**src/rtl/sram_ctrl_pkg.sv**
```systemverilog
// Shared types and constants for the single-port SRAM initiator controller.
package sram_ctrl_pkg;

  typedef enum logic {S_INIT, S_RUN} ctrl_state_e;

  localparam int unsigned RESP_DEPTH = 2;
  localparam int unsigned RESP_CNT_W = $clog2(RESP_DEPTH + 1);
  localparam int unsigned OCC_W      = RESP_CNT_W + 1;

endpackage

```
**src/rtl/sram_port_ctrl_if.sv**
```systemverilog
// Request/response stream bundle between a traffic source and sram_port_ctrl.
interface sram_port_ctrl_if #(
  parameter int unsigned BITS   = 8,
  parameter int unsigned ADDR_W = 8
) ();

  logic              req_valid;
  logic              req_ready;
  logic              req_write;
  logic [ADDR_W-1:0] req_addr;
  logic [BITS-1:0]   req_wdata;
  logic              resp_valid;
  logic              resp_ready;
  logic [BITS-1:0]   resp_rdata;

  modport master (
    output req_valid, req_write, req_addr, req_wdata, resp_ready,
    input  req_ready, resp_valid, resp_rdata
  );

  modport slave (
    input  req_valid, req_write, req_addr, req_wdata, resp_ready,
    output req_ready, resp_valid, resp_rdata
  );

endinterface

```
**src/rtl/sram_resp_fifo.sv**
```systemverilog
// Small synchronous response FIFO; head is presented combinationally from storage.
module sram_resp_fifo
  import sram_ctrl_pkg::*;
#(
  parameter int unsigned BITS = 8
) (
  input  logic                  clock,
  input  logic                  reset,
  input  logic                  push,
  input  logic [BITS-1:0]       wdata,
  input  logic                  pop,
  output logic [RESP_CNT_W-1:0] count,
  output logic [BITS-1:0]       head
);

  localparam int unsigned PTR_W = $clog2(RESP_DEPTH);

  logic [BITS-1:0]       mem_q [RESP_DEPTH];
  logic [PTR_W-1:0]      wptr_q;
  logic [PTR_W-1:0]      rptr_q;
  logic [RESP_CNT_W-1:0] count_q;
  logic                  do_pop;

  assign do_pop = pop && (count_q != '0);
  assign count  = count_q;
  assign head   = mem_q[rptr_q];

  always_ff @(posedge clock) begin
    if (reset) begin
      wptr_q  <= '0;
      rptr_q  <= '0;
      count_q <= '0;
    end else begin
      if (push) begin
        wptr_q <= wptr_q + PTR_W'(1);
      end
      if (do_pop) begin
        rptr_q <= rptr_q + PTR_W'(1);
      end
      case ({push, do_pop})
        2'b10:   count_q <= count_q + RESP_CNT_W'(1);
        2'b01:   count_q <= count_q - RESP_CNT_W'(1);
        default: count_q <= count_q;
      endcase
    end
  end

  // Storage carries no reset; only entries below count are ever observed.
  always_ff @(posedge clock) begin
    if (push) begin
      mem_q[wptr_q] <= wdata;
    end
  end

  // The controller's read credit must keep this from ever tripping.
  assert property (@(posedge clock) disable iff (reset)
    !(push && !do_pop && (count_q == RESP_CNT_W'(RESP_DEPTH))));

endmodule

```
**src/rtl/sram_port_ctrl.sv**
```systemverilog
// Initiator for a single-port SRAM macro: clears the array after reset, then
// turns a valid/ready request stream into CEB/WEB strobes with buffered reads.
module sram_port_ctrl
  import sram_ctrl_pkg::*;
#(
  parameter int unsigned BITS   = 8,
  parameter int unsigned DEPTH  = 256,
  parameter int unsigned ADDR_W = 8
) (
  input  logic              clock,
  input  logic              reset,
  sram_port_ctrl_if.slave   bus,
  output logic              init_done,
  output logic              sram_CEB,
  output logic              sram_WEB,
  output logic [ADDR_W-1:0] sram_A,
  output logic [BITS-1:0]   sram_D,
  input  logic [BITS-1:0]   sram_Q
);

  ctrl_state_e           state_q;
  logic [ADDR_W-1:0]     cnt_q;
  logic                  init_done_q;
  logic                  inflight_q;

  logic [RESP_CNT_W-1:0] resp_count;
  logic [BITS-1:0]       resp_head;
  logic                  resp_avail;
  logic                  pop;
  logic [OCC_W-1:0]      occ;
  logic                  rd_credit;
  logic                  ready;
  logic                  fire;
  logic                  rd_fire;

  // Occupancy counts the read already issued to the macro, so a new read is
  // only granted when its data is guaranteed a FIFO slot.
  always_comb begin
    resp_avail = (resp_count != '0) && !reset;
    pop        = resp_avail && bus.resp_ready;
    occ        = OCC_W'(resp_count) + OCC_W'(inflight_q);
    rd_credit  = (occ - OCC_W'(pop)) < OCC_W'(RESP_DEPTH);
    ready      = (state_q == S_RUN) && !reset && (bus.req_write || rd_credit);
    fire       = bus.req_valid && ready;
    rd_fire    = fire && !bus.req_write;
  end

  always_comb begin
    sram_CEB = 1'b1;
    sram_WEB = 1'b1;
    sram_A   = '0;
    sram_D   = '0;
    if (!reset) begin
      if (state_q == S_INIT) begin
        sram_CEB = 1'b0;
        sram_WEB = 1'b0;
        sram_A   = cnt_q;
      end else begin
        sram_A   = bus.req_addr;
        sram_D   = bus.req_wdata;
        sram_CEB = !fire;
        sram_WEB = !(fire && bus.req_write);
      end
    end
  end

  assign bus.req_ready  = ready;
  assign bus.resp_valid = resp_avail;
  assign bus.resp_rdata = resp_head;
  assign init_done      = init_done_q && !reset;

  always_ff @(posedge clock) begin
    if (reset) begin
      state_q     <= S_INIT;
      cnt_q       <= '0;
      init_done_q <= 1'b0;
      inflight_q  <= 1'b0;
    end else begin
      case (state_q)
        S_INIT: begin
          cnt_q <= cnt_q + ADDR_W'(1);
          if (cnt_q == ADDR_W'(DEPTH - 1)) begin
            state_q     <= S_RUN;
            init_done_q <= 1'b1;
          end
        end
        S_RUN: begin
          inflight_q <= rd_fire;
        end
        default: begin
          state_q <= S_INIT;
        end
      endcase
    end
  end

  // sram_Q is only meaningful the cycle after a read strobe, which is exactly
  // when inflight_q is set.
  sram_resp_fifo #(
    .BITS (BITS)
  ) u_resp_fifo (
    .clock (clock),
    .reset (reset),
    .push  (inflight_q),
    .wdata (sram_Q),
    .pop   (pop),
    .count (resp_count),
    .head  (resp_head)
  );

endmodule

```
**src/flat_wrapper.sv**
```systemverilog
// flat-port wrapper written by rule: the top's interface ports become plain ports
module sram_port_ctrl_flat import sram_ctrl_pkg::*;
#(
  parameter int unsigned BITS   = 8,
  parameter int unsigned DEPTH  = 256,
  parameter int unsigned ADDR_W = 8
)
  (clock, reset, init_done, sram_CEB, sram_WEB, sram_A, sram_D, sram_Q, bus_req_valid, bus_req_write, bus_req_addr, bus_req_wdata, bus_resp_ready, bus_req_ready, bus_resp_valid, bus_resp_rdata);
  sram_port_ctrl_if #(.BITS(BITS), .ADDR_W(ADDR_W)) bus_i ();
  input  logic clock;
  input  logic reset;
  output logic init_done;
  output logic sram_CEB;
  output logic sram_WEB;
  output logic [ADDR_W-1:0] sram_A;
  output logic [BITS-1:0] sram_D;
  input  logic [BITS-1:0] sram_Q;
  input wire logic [$bits(bus_i.req_valid)-1:0] bus_req_valid;
  input wire logic [$bits(bus_i.req_write)-1:0] bus_req_write;
  input wire logic [$bits(bus_i.req_addr)-1:0] bus_req_addr;
  input wire logic [$bits(bus_i.req_wdata)-1:0] bus_req_wdata;
  input wire logic [$bits(bus_i.resp_ready)-1:0] bus_resp_ready;
  output wire logic [$bits(bus_i.req_ready)-1:0] bus_req_ready;
  output wire logic [$bits(bus_i.resp_valid)-1:0] bus_resp_valid;
  output wire logic [$bits(bus_i.resp_rdata)-1:0] bus_resp_rdata;
  assign bus_i.req_valid = bus_req_valid;
  assign bus_i.req_write = bus_req_write;
  assign bus_i.req_addr = bus_req_addr;
  assign bus_i.req_wdata = bus_req_wdata;
  assign bus_i.resp_ready = bus_resp_ready;
  assign bus_req_ready = bus_i.req_ready;
  assign bus_resp_valid = bus_i.resp_valid;
  assign bus_resp_rdata = bus_i.resp_rdata;
  sram_port_ctrl #(.BITS(BITS), .DEPTH(DEPTH), .ADDR_W(ADDR_W)) u_core (.clock(clock), .reset(reset), .bus(bus_i), .init_done(init_done), .sram_CEB(sram_CEB), .sram_WEB(sram_WEB), .sram_A(sram_A), .sram_D(sram_D), .sram_Q(sram_Q));
endmodule
```
**config.mk**
```make
export PLATFORM = sky130hd
export DESIGN_NAME = sram_port_ctrl_flat
export DESIGN_NICKNAME = d
export VERILOG_FILES = /design/src/rtl/sram_ctrl_pkg.sv /design/src/rtl/sram_port_ctrl_if.sv /design/src/rtl/sram_resp_fifo.sv /design/src/rtl/sram_port_ctrl.sv /design/src/flat_wrapper.sv
export SDC_FILE = /design/constraint.sdc
export NUM_CORES = 1
export LEC_CHECK = 0
export ABC_AREA = 0
export BUFFER_PORTS_ARGS = -buffer_cell sky130_fd_sc_hd__buf_2
export CORE_UTILIZATION = 40
export DETAILED_ROUTE_END_ITERATION = 10
export PLACE_DENSITY_LB_ADDON = 0.3
export REMOVE_ABC_BUFFERS = 1
export SLEW_MARGIN = 20
export SYNTH_ARGS = -nofsm -noshare
export SYNTH_HDL_FRONTEND = slang
export SYNTH_SLANG_ARGS = --single-unit
```
**constraint.sdc**
```tcl
create_clock -name clock -period 7.6 [get_ports clock]
set_input_delay 1.52 -clock clock [delete_from_list [all_inputs] [get_ports clock]]
set_output_delay 1.52 -clock clock [all_outputs]
set_load 0.01 [all_outputs]
```
== Yosys cells after proc, flatten, opt, wreduce, memory -nomap -nowiden ==
Memories as Yosys holds them, arrays and structs flattened. A register that Yosys moved wholly into a read port is not among the register bits.
Cells that the tools add are included.

* Equality and inequality tests: 3
* Reduce and logical (&&, ||, !) cells: 17
* Add/sub/neg operators: 7
* $lt $le $gt $ge: 1
* Bitwise logic cells: 1
* Mux-type cells: 15

{| class="wikitable"
|+ Operator list
! kind !! number
|-
| two-way mux 8 bit || 4
|-
| two-way mux 1 bit || 10
|-
| logical AND 1 bit || 9
|-
| adder 8 x 1 -> 8 bit, second input constant || 1
|-
| == test 8 bit, second input constant || 1
|-
| zero test 1 bit || 4
|-
| one-hot mux 2 bit (2 select lines) || 1
|-
| nonzero test 2 bit || 2
|-
| adder 2 x 1 -> 3 bit || 1
|-
| less-than comparator 3 x 2 -> 1 bit, second input constant || 1
|-
| subtractor 3 x 1 -> 3 bit || 1
|-
| adder 1 bit, second input constant || 2
|-
| adder 2 x 1 -> 2 bit, second input constant || 1
|-
| == test 2 x 1 -> 1 bit, second input constant || 1
|-
| == test 2 bit, second input constant || 1
|-
| AND reduction 2 bit || 1
|-
| subtractor 2 x 1 -> 2 bit, second input constant || 1
|-
| logical OR 1 bit || 1
|-
| inverter 1 bit || 1
|}

* Bits in registers: 15
* Output and inout bits: 29
* RAM bits: 16
* Memories: 1

{| class="wikitable"
|+ Memory list
! name !! depth !! bits a word !! read ports !! clocked after Yosys merged registers in !! write ports !! RTL line !! source
|-
| u_core.u_resp_fifo.mem_q || 2 || 8 || 1 || 1 || 1 || sram_resp_fifo.sv:18 || <nowiki>logic [BITS-1:0] mem_q [RESP_DEPTH];</nowiki>
|}

== Longest topological paths before layout ==
Gate-level depths: netlist of the first run.

* Depth after elaboration: 12
* Depth in mapped cells: 9
* Mapped depth without buffers: 8

== Modules after synthesis ==
Synthesis of the first run repeated with hierarchy kept, for this count alone.

* Cells, all modules: 138
* Area, all modules: 1545.2 um^2

{| class="wikitable"
|+ Modules (own cells, without submodules)
! module !! cells an instance !! seq. area each (um^2) !! times used !! area an instance (um^2)
|-
| sram_resp_fifo || 46 || 580.6 || 1 || 775.7
|-
| sram_port_ctrl || 92 || 220.2 || 1 || 769.5
|}

== Worst setup path after synthesis of the first run ==
Ideal clock, no wire load.

* Kind: in2out
* From: input reset
* To: output sram_CEB
* Data required time: 6080 ps
* Stages: 9
* Path buffers: 1
* Data arrival time: 3395 ps
* Path slack: 2685 ps
* Cells stage by stage: buf_2 -> o21ba_2 -> and2_1 -> ha_1 -> nand2b_1 -> fa_1 -> xnor2_1 -> nand2_1 -> a221o_1

* Word-level cells in the longest chain between the ends: 11
* Elaborated cells on any way between the ends: 12

{| class="wikitable"
|+ RTL lines
! what !! RTL line !! source
|-
| from (decl) || flat_wrapper.sv:11 || <nowiki>input logic reset;</nowiki>
|-
| zero test 1 bit || sram_port_ctrl.sv:39 || <nowiki>resp_avail = (resp_count != '0) && !reset;</nowiki>
|-
| logical AND 1 bit || sram_port_ctrl.sv:39 ||
|-
| named net bus_resp_valid || flat_wrapper.sv:24 || <nowiki>output wire logic [$bits(bus_i.resp_valid)-1:0] bus_resp_valid;</nowiki>
|-
| logical AND 1 bit || sram_port_ctrl.sv:40 || <nowiki>pop = resp_avail && bus.resp_ready;</nowiki>
|-
| subtractor 3 x 1 -> 3 bit || sram_port_ctrl.sv:42 || <nowiki>rd_credit = (occ - OCC_W'(pop)) < OCC_W'(RESP_DEPTH);</nowiki>
|-
| less-than comparator 3 x 2 -> 1 bit || sram_port_ctrl.sv:42 ||
|-
| logical OR 1 bit || sram_port_ctrl.sv:43 || <nowiki>ready = (state_q == S_RUN) && !reset && (bus.req_write || rd_credit);</nowiki>
|-
| logical AND 1 bit || sram_port_ctrl.sv:43 ||
|-
| logical AND 1 bit || sram_port_ctrl.sv:44 || <nowiki>fire = bus.req_valid && ready;</nowiki>
|-
| zero test 1 bit || sram_port_ctrl.sv:61 || <nowiki>sram_CEB = !fire;</nowiki>
|-
| two-way mux 1 bit || sram_port_ctrl.sv:54 || <nowiki>if (state_q == S_INIT) begin</nowiki>
|-
| two-way mux 1 bit || sram_port_ctrl.sv:53 || <nowiki>if (!reset) begin</nowiki>
|-
| to (decl) || flat_wrapper.sv:13 || <nowiki>output logic sram_CEB;</nowiki>
|}

The timed path passes the listed nets, and every way through them passes these cells.

== Worst setup path in the final report of the first run ==
* From: input reset
* To: output sram_CEB

* Word-level cells in the longest chain between the ends: 11
* Elaborated cells on any way between the ends: 12

{| class="wikitable"
|+ RTL lines
! what !! RTL line
|-
| zero test 1 bit || sram_port_ctrl.sv:39, sram_port_ctrl.sv:43
|-
| logical AND 1 bit || sram_port_ctrl.sv:39
|-
| logical AND 1 bit || sram_port_ctrl.sv:40
|-
| subtractor 3 x 1 -> 3 bit || sram_port_ctrl.sv:42
|-
| less-than comparator 3 x 2 -> 1 bit || sram_port_ctrl.sv:42
|-
| logical OR 1 bit || sram_port_ctrl.sv:43
|-
| logical AND 1 bit || sram_port_ctrl.sv:43
|-
| logical AND 1 bit || sram_port_ctrl.sv:44
|-
| zero test 1 bit || sram_port_ctrl.sv:61
|-
| two-way mux 1 bit || sram_port_ctrl.sv:54
|-
| two-way mux 1 bit (*) || sram_port_ctrl.sv:53
|}

Every way passes the cells marked *; elsewhere a longest branch is shown, timed or not.

==> results of run 1 <==
## power by group through the flow
| stage | combinational [uW] | sequential (uW) | clock [uW] |
|---|---|---|---|
| floorplan | 5.71 | 188 | 0 |
| global placement | 16.5 | 188 | 0 |
| detailed placement | 17.6 | 188 | 0 |
| CTS | 17.7 | 185 | 168 |
| global route | 19.9 | 185 | 177 |
| finish | 17.3 | 184 | 165 |
## cells in the mapped netlist
cell / number / area [um^2]
dfxtp_1: 16 / 320.3
edfxtp_1: 16 / 480.5
nor2_1: 16 / 60.06
and2_1: 11 / 68.82
mux2i_1: 10 / 100.1
a21oi_1: 9 / 45.04
mux2_2: 8 / 90.09
nand2_1: 7 / 26.28
or3_1: 5 / 31.28
nand2b_1: 4 / 25.02
nor2b_1: 4 / 25.02
o21ai_0: 4 / 20.02
xnor2_1: 4 / 35.03
clkbuf_1: 3 / 11.26
ha_1: 3 / 37.54
inv_1: 3 / 11.26
xor2_1: 3 / 26.28
buf_2: 2 / 10.01
nand4_1: 2 / 12.51
o21ba_2: 2 / 20.02
a21o_1: 1 / 7.510
a221o_1: 1 / 10.01
buf_1: 1 / 3.750
buf_6: 1 / 11.26
fa_1: 1 / 20.02
nand3_1: 1 / 5.000
nand4b_4: 1 / 23.77
o31ai_1: 1 / 7.510
or4_1: 1 / 7.510
## area by class of cell
type,count,area (um^2)
clock buffers,6,82.58
clock inverters,2,33.78
fillers,342,1710
inverters,3,11.26
multi-input cells,99,704.4
flip-flops and latches,32,800.8
well taps,48,60.06
repair buffers,57,285.3
## per-layer routing
| metal | vias to the layer above | wire, um | GRT usage (%) |
|---|---|---|---|
| li1 | 602 | - | - |
| met4 | 0 | 22 | 4.167 |
| met2 | 47 | 1419 | 26.45 |
| met3 | 3 | 207 | 5.179 |
| met5 | - | 0 | 0 |
| met1 | 552 | 1225 | 16.87 |
## state kept, by name (all words and copies together), names as in the netlist, named ones only
name,cells
u_core.u_resp_fifo.wptr_q,1
u_core.init_done_q,1
u_core.state_q,1
u_core.u_resp_fifo.count,2
u_core.cnt_q,8
u_core.inflight_q,1
u_core.u_resp_fifo.rptr_q,1
u_core.u_resp_fifo.mem_q,16
## cell families (layout without fill, tap and decap cells)
family	after synthesis	count (layout)	synth area share, %
fa+ha+maj	4	4	3.707
buf+inv	10	68	3.062
flops	32	32	51.57
compound gates	18	18	7.091
mux	18	18	12.25
xor+xnor	7	7	3.949
simple gates	52	52	18.37
## placed cells by master, fill, tap and decap left out, drive strengths merged, types with 5 or more instances in the layout
master	Yosys	routed
mux2	8	8
nor2	16	16
a21oi	9	9
buf	4	57
clkbuf	3	6
edfxtp	16	16
mux2i	10	10
dfxtp	16	16
or3	5	5
and2	11	11
nand2	7	7
## tightest hold or removal path: stages (launching register included)
cell	delay, ns
dfxtp_1	0.30
inv_1	0.06
a21oi_1	0.06
## final timing paths
path	cells after the start	endpoint	slack (ns)	from
setup / recovery	10	sram_CEB	2.25	reset
hold / removal	2	u_core.init_done_q$_SDFFE_PP0P_	0.46	u_core.init_done_q$_SDFFE_PP0P_
setup reg to reg	8	u_core.inflight_q$_SDFFE_PP0P_	5.45	u_core.u_resp_fifo.count[1]$_SDFFE_PP0P_
hold reg to reg	2	u_core.init_done_q$_SDFFE_PP0P_	0.46	u_core.init_done_q$_SDFFE_PP0P_
## metrics by stage
stage          std cells  setup WS [ns]  instance area (um^2)  power, uW
2_1_floorplan        134          2.844                  1516      193.6
3_3_place_gp         239          2.305                  1862      204.6
3_5_place_dp         239          2.239                  1862      205.8
4_1_cts              247          2.231                  1978      370.1
5_1_grt              247          2.062                  1978      381.6
6_report             247          2.251                  1978      366.4
==> impl_metrics.yaml, run 1 <==
sta:
  tns_ns: 0
  drv_slew: 0
  setup_viol: 0
  slew_headroom_pct: 47.32
  min_period_over_period_pct: 70.38
  fin_skew_ns: 0.004163
  fmax_ghz: 0.1870
  rsz0062_at_grt: "no"
  hold_viol: 0
  fin_hold_ws_ns: 0.4615
  period_needed_ns: 5.349
  tightestPinTransition_ns: 0.7891
setup_path:
  critPathMaxStageDelay_ns: 0.39
  startpoint_type: "primary input"
  crit_type: "in -> out"
  arrival_ns: 3.83
  crit_path_end_kind: "output pin"
  crit_path_top_delay_cell: "fa_1"
  cp.required_ns: 6.08
  worstPathCellList: "buf_2, o21ba_2, and2_1, ha_1, nand2b_1, fa_1, xnor2_1, nand2_1, a221o_1, buf_2"
  critPathMaxFanout: 28
  cpMostUsedCell: "buf_2"
  critPathTopFamily: "adder cells"
  path_buf_inv: 2
pwr:
  combPwrFrac_pct: 4.7
  clockPowerShare_pct: 44.9
  powerDensity_mw_per_mm2: 185.2
  seq_power_share_pct: 50.3
  internal_power_uw: 296.7
  swShare_pct: 19.03
  leakage_uw: 0.0008316
  ir_worst_vdd_mv: 0.09749
  switching_power_uw: 69.72
cts:
  cts_resized: 0
  path_clk_slew_ns: 0.07
  clockRootBuffer: "clkbuf_8"
  post_cts.repair.setup_buffers: 0
  cts_max_path_buffers: 2
  cts_inserted_buffers: 5
  holdBufCountCts: 0
  cts_tree: "built"
  clk_latency_ns: 0.27
  cts_num_sinks: 32
  h-tree-depth: 2
job:
  drv_cap: 0
place:
  gp_congestion: 0.7211
  dp_hpwl_um: 2137
  port_buffers: 57
status:
  status: "finished clean"
synthesis:
  ys_seq_elements: 32
  yosysUniqueCellTypes: 29
  seq_area_frac_synth_pct: 51.57
  synthCells: 141
  syn-cell-area_mm2: 0.001553
  avgSynthCellArea_um2: 11.01
  yosysWarnings: 0
routing:
  antenna_left: 0
  vias: 1204
  drt_iter0_drc: 12
  drcViolationCount: 0
  viasPerCell: 4.874
  post_drt_wl_per_cell_um: 11.64
  drt-total-wl_um: 2875
  dr.pass1.iters: 4
global_route:
  grt_max_degree: 29
  grt_pass1_vias: 1157
  grt_antenna_before_repair: 0
  grt_remaining_overflow: 0
  grt_pass1_wl_um: 4830
  grt_usage_pct: 14.96
finish:
  utilization_pct: 53.63
  nets: 231
  syn_to_final_growth_pct: 27.40
  antennaDiodeCount: 0
  drive_gt1_share_pct: 37.69
hold_path:
  hold_class: "reg -> reg"
floorplanning:
  die_y_um: 64.31
  die_w_um: 64.31
  die_area_mm2: 0.004135
  core_mm2: 0.003689
  initial_core_util_pct: 42.10
  placementRows: 22
  io-pin-count: 58
(Power assumes the default switching activity.)
==> run 2: changes to the inputs <==
- clock period: 7.6 -> 5.1 ns (I/O delays scaled with it)
==> impl_metrics.yaml, run 2 (synthesis gave the netlist of run 1 again) <==
status:
  status: "finished clean"
place:
  port_buffers: 57
  dpl_cell_area_mm2: 0.001869
  gp_congestion: 0.7193
  dp_hpwl_um: 2219
floorplanning:
  core_mm2: 0.003689
  die_area_mm2: 0.004135
  placementRows: 22
  die_w_um: 64.31
  die_y_um: 64.31
  initial_core_util_pct: 42.10
  io-pin-count: 58
sta:
  hold_viol: 0
  period_needed_ns: 4.003
  slew_headroom_pct: 46.85
  tns_ns: 0
  drv_slew: 0
  min_period_over_period_pct: 78.49
  fin_skew_ns: 0.003536
  tightestPinTransition_ns: 0.7962
  fin_hold_ws_ns: 0.4735
  fmax_ghz: 0.2498
  rsz0062_at_grt: "no"
  setup_viol: 0
setup_path:
  arrival_ns: 2.98
  reg2reg_to: "u_core.inflight_q$_SDFFE_PP0P_"
  r2r-start: "u_core.u_resp_fifo.count[1]$_SDFFE_PP0P_"
  crit_path_end_kind: "output pin"
  reg2reg_depth: 8
  startpoint_type: "primary input"
  r2r_slack_ns: 2.94
  crit_type: "in -> out"
  cp.required_ns: 4.08
  critPathMaxFanout: 3
hold_path:
  hold_class: "reg -> reg"
  whs_path_depth: 1
  holdPathEnd: "u_core.u_resp_fifo.rptr_q$_SDFFE_PP0P_"
  worstHoldStart: "u_core.u_resp_fifo.rptr_q$_SDFFE_PP0P_"
pwr:
  total_power_uw: 531.0
  leakage_uw: 0.0008327
  powerDensity_mw_per_mm2: 268.6
  ir_worst_vdd_mv: 0.1330
finish:
  finalInstanceArea_mm2: 0.001977
  mostFrequentLayoutCells: "buf_2 (57), nor2_1 (16), dfxtp_1 (16), edfxtp_1 (16), and2_1 (11)"
  largest-register: "u_core.u_resp_fifo.mem_q"
  largest_reg_flops: 16
  drive_gt1_share_pct: 38.00
  antennaDiodeCount: 0
  utilization_pct: 53.60
  nets: 232
  fillers: 335
  layout_commonest_cell: "buf_2"
  syn_to_final_growth_pct: 27.32
global_route:
  grt_remaining_overflow: 0
  grt_max_degree: 28
  grt_antenna_before_repair: 0
  grt_usage_pct: 15.58
  grt_pass1_vias: 1137
  grt_pass1_wl_um: 4836
cts:
  clk_latency_ns: 0.27
  cts_tree: "built"
  path_clk_slew_ns: 0.06
  h-tree-depth: 2
  cts_num_sinks: 32
  cts_max_path_buffers: 2
  cts_inserted_buffers: 5
  holdBufCountCts: 0
  post_cts.repair.setup_buffers: 0
  clockRootBuffer: "clkbuf_8"
  cts_resized: 0
routing:
  viasPerCell: 4.944
  drt-total-wl_um: 3003
  vias: 1226
  drcViolationCount: 0
  post_drt_wl_per_cell_um: 12.11
  dr.pass1.iters: 4
  drt_iter0_drc: 20
  antenna_left: 0
job:
  drv_cap: 0
-- run 2: changes by cell type in the layout (fill, tap and decap cells not counted), sizes merged --
cell	previous run	this run
buf	57	58
-- run 2: cell type report --
type	instances	area, um^2	area share [%]
tap	48	60.06	3.038
sequential	32	800.8	40.51
inverter	3	11.26	0.5696
multi-input combinational	99	704.4	35.63
clock buffer	6	72.57	3.671
clock inverter	2	35.03	1.772
timing repair buffer	58	292.8	14.81
-- run 2: worst max-delay path by stage --
stage	start	endpoint	cells past startpoint
detailed placement	reset	sram_CEB	10
global placement	reset	sram_CEB	10
CTS	reset	sram_CEB	10
global route	reset	sram_CEB	10
floorplan	reset	sram_CEB	8
finish	reset	sram_CEB	10
-- run 2: routing by layer --
layer	routed length [um]	track usage, %
met3	239	5.893
met4	42	6.667
met2	1489	27.76
met1	1231	16.13
met5	0	0
-- run 2: report_power, final --
part           total (uW)  switching (uW)  internal [uW]
clock network         230            84.9            145
logic                26.3            12.5           13.8
registers             275            3.35            272
total                 531             101            430
-- run 2: through the flow --
| step | setup WS [ns] | instances |
|---|---|---|
| floorplan | 1.344 | 134 |
| global placement | 1.132 | 240 |
| detailed placement | 1.119 | 240 |
| CTS | 1.100 | 248 |
| global route | 0.9645 | 248 |
| finish | 1.097 | 248 |
-- run 2: critical path, stage by stage --
cell,delay (ns)
buf_2,0.10
o21ba_2,0.23
and2_1,0.12
ha_1,0.21
nand2b_1,0.15
fa_1,0.39
xnor2_1,0.23
nand2_1,0.09
a221o_1,0.29
buf_2,0.14
==> run 3: changes to the inputs <==
- clock period: 5.1 -> 4.15 ns (I/O delays scaled with it)
==> impl_metrics.yaml, run 3 (synthesis gave the netlist of run 1 again) <==
finish:
  largest-register: "u_core.u_resp_fifo.mem_q"
  antennaDiodeCount: 0
  seqCellArea_um2: 800.8
  layout_commonest_cell: "buf_2"
  largest_reg_flops: 16
  nets: 232
  drive_gt1_share_pct: 38.00
  fin_cells: 248
  syn_to_final_growth_pct: 25.70
  mostFrequentLayoutCells: "buf_2 (57), nor2_1 (16), dfxtp_1 (16), edfxtp_1 (16), and2_1 (11)"
  multi_input_comb_area_um2: 704.4
  utilization_pct: 52.92
  fillers: 355
pwr:
  total_power_uw: 590.8
  swShare_pct: 21.42
  seq_power_share_pct: 57.2
  internal_power_uw: 464.2
  leakage_uw: 0.0008229
  combPwrFrac_pct: 5.4
  clockPowerShare_pct: 37.4
  ir_worst_vdd_mv: 0.1640
  powerDensity_mw_per_mm2: 302.7
  switching_power_uw: 126.5
sta:
  setup_viol: 0
  slew_headroom_pct: 47.89
  tns_ns: 0
  worst_slack_ns: 0.5081
  hold_viol: 0
  fin_skew_ns: 0.003860
  drv_slew: 0
  tightestPinTransition_ns: 0.7806
  rsz0062_at_grt: "no"
  min_period_over_period_pct: 87.76
  period_needed_ns: 3.642
  fmax_ghz: 0.2746
cts:
  cts_num_sinks: 32
  cts_resized: 0
  clockRootBuffer: "clkbuf_8"
  cts_inserted_buffers: 5
  holdBufCountCts: 0
  clk_latency_ns: 0.28
  cts_max_path_buffers: 2
  h-tree-depth: 2
  post_cts.repair.setup_buffers: 0
  path_clk_slew_ns: 0.06
  cts_tree: "built"
setup_path:
  critPathMaxFanout: 3
  r2r-start: "u_core.u_resp_fifo.count[1]$_SDFFE_PP0P_"
  cp.required_ns: 3.32
  critPathMaxStageDelay_ns: 0.38
  path_buf_inv: 2
  critPathTopFamily: "adder cells"
  worstPathCellList: "buf_2, o21ba_2, and2_1, ha_1, nand2b_1, fa_1, xnor2_1, nand2_1, a221o_1, buf_2"
  crit_type: "in -> out"
  arrival_ns: 2.81
  reg2reg_to: "u_core.inflight_q$_SDFFE_PP0P_"
  cpMostUsedCell: "buf_2"
  cp-startpoint: "reset"
  crit_path_end_kind: "output pin"
  reg2reg_depth: 8
  crit_path_top_delay_cell: "fa_1"
  cp.depth: 10
  crit_path_end: "sram_CEB"
  startpoint_type: "primary input"
  r2r_slack_ns: 1.96
global_route:
  grt_pass1_vias: 1128
  grt_max_degree: 28
  grt_remaining_overflow: 0
  grt_usage_pct: 15.08
  grt_antenna_before_repair: 0
  grt_pass1_wl_um: 4774
place:
  pre_cts_ws_ns: 0.5046
  dp.cells: 240
  dp_hpwl_um: 2254
  gp_congestion: 0.7029
  port_buffers: 57
routing:
  drt-total-wl_um: 2953
  drt_iter0_drc: 21
  dr.pass1.iters: 4
  antenna_left: 0
  viasPerCell: 4.968
  drcViolationCount: 0
  vias: 1232
  post_drt_wl_per_cell_um: 11.91
job:
  drv_cap: 0
hold_path:
  hold_class: "reg -> reg"
  worstHoldStart: "u_core.init_done_q$_SDFFE_PP0P_"
status:
  status: "finished clean"
floorplanning:
  initial_core_util_pct: 42.10
  placementRows: 22
  core_mm2: 0.003689
  die_area_mm2: 0.004135
  io-pin-count: 58
  die_w_um: 64.31
  die_y_um: 64.31
## run 3: cell count changes in the layout (fill, tap and decap cells not counted), sizes merged
cell    previous run  this run
bufinv             1         0
clkbuf             6         5
clkinv             1         3
## run 3: worst min path at each step
stage | to | cells past startpoint
3_3_place_gp | u_core.init_done_q$_SDFFE_PP0P_ | 2
3_5_place_dp | u_core.init_done_q$_SDFFE_PP0P_ | 2
4_1_cts | u_core.init_done_q$_SDFFE_PP0P_ | 2
5_1_grt | u_core.init_done_q$_SDFFE_PP0P_ | 2
2_1_floorplan | u_core.init_done_q$_SDFFE_PP0P_ | 2
6_report | u_core.init_done_q$_SDFFE_PP0P_ | 2
## run 3: cell type report
cell class	instances	area share [%]
multi-input combinational	99	36.09
timing repair buffer	58	15.00
clock buffer	5	3.526
clock inverter	3	0.7051
inverter	3	0.5769
tap	48	3.077
sequential	32	41.03
## run 3: tightest hold or removal path, delay by kind of cell, from the launching register on
family / cells / cell delay [ns]
buffers and inverters: 1 / 0.06
DFF: 1 / 0.30
AOI/OAI and AO/OA: 1 / 0.06
## run 3: layer usage
| metal | vias up | global-route usage (%) | wire length, um |
|---|---|---|---|
| li1 | 607 | - | - |
| met4 | 0 | 5.833 | 35 |
| met2 | 48 | 26.97 | 1487 |
| met3 | 4 | 4.821 | 227 |
| met1 | 573 | 16.33 | 1202 |
| met5 | - | 0 | 0 |
## run 3: per-stage QoR
stage	hold slack, ns	instance area [um^2]
after floorplan	0.4258	1516
after global placement	0.4450	1869
after detailed placement	0.4590	1869
after CTS	0.4683	1952
after global routing	0.4923	1952
final	0.4622	1952
## run 3: power groups by stage
| stage | sequential (uW) | combinational [uW] | clock [uW] |
|---|---|---|---|
| after floorplan | 344 | 10.5 | 0 |
| after global placement | 345 | 31.4 | 0 |
| after detailed placement | 345 | 32.8 | 0 |
| after CTS | 338 | 32.9 | 226 |
| after global routing | 338 | 36.8 | 237 |
| final | 338 | 32.2 | 221 |
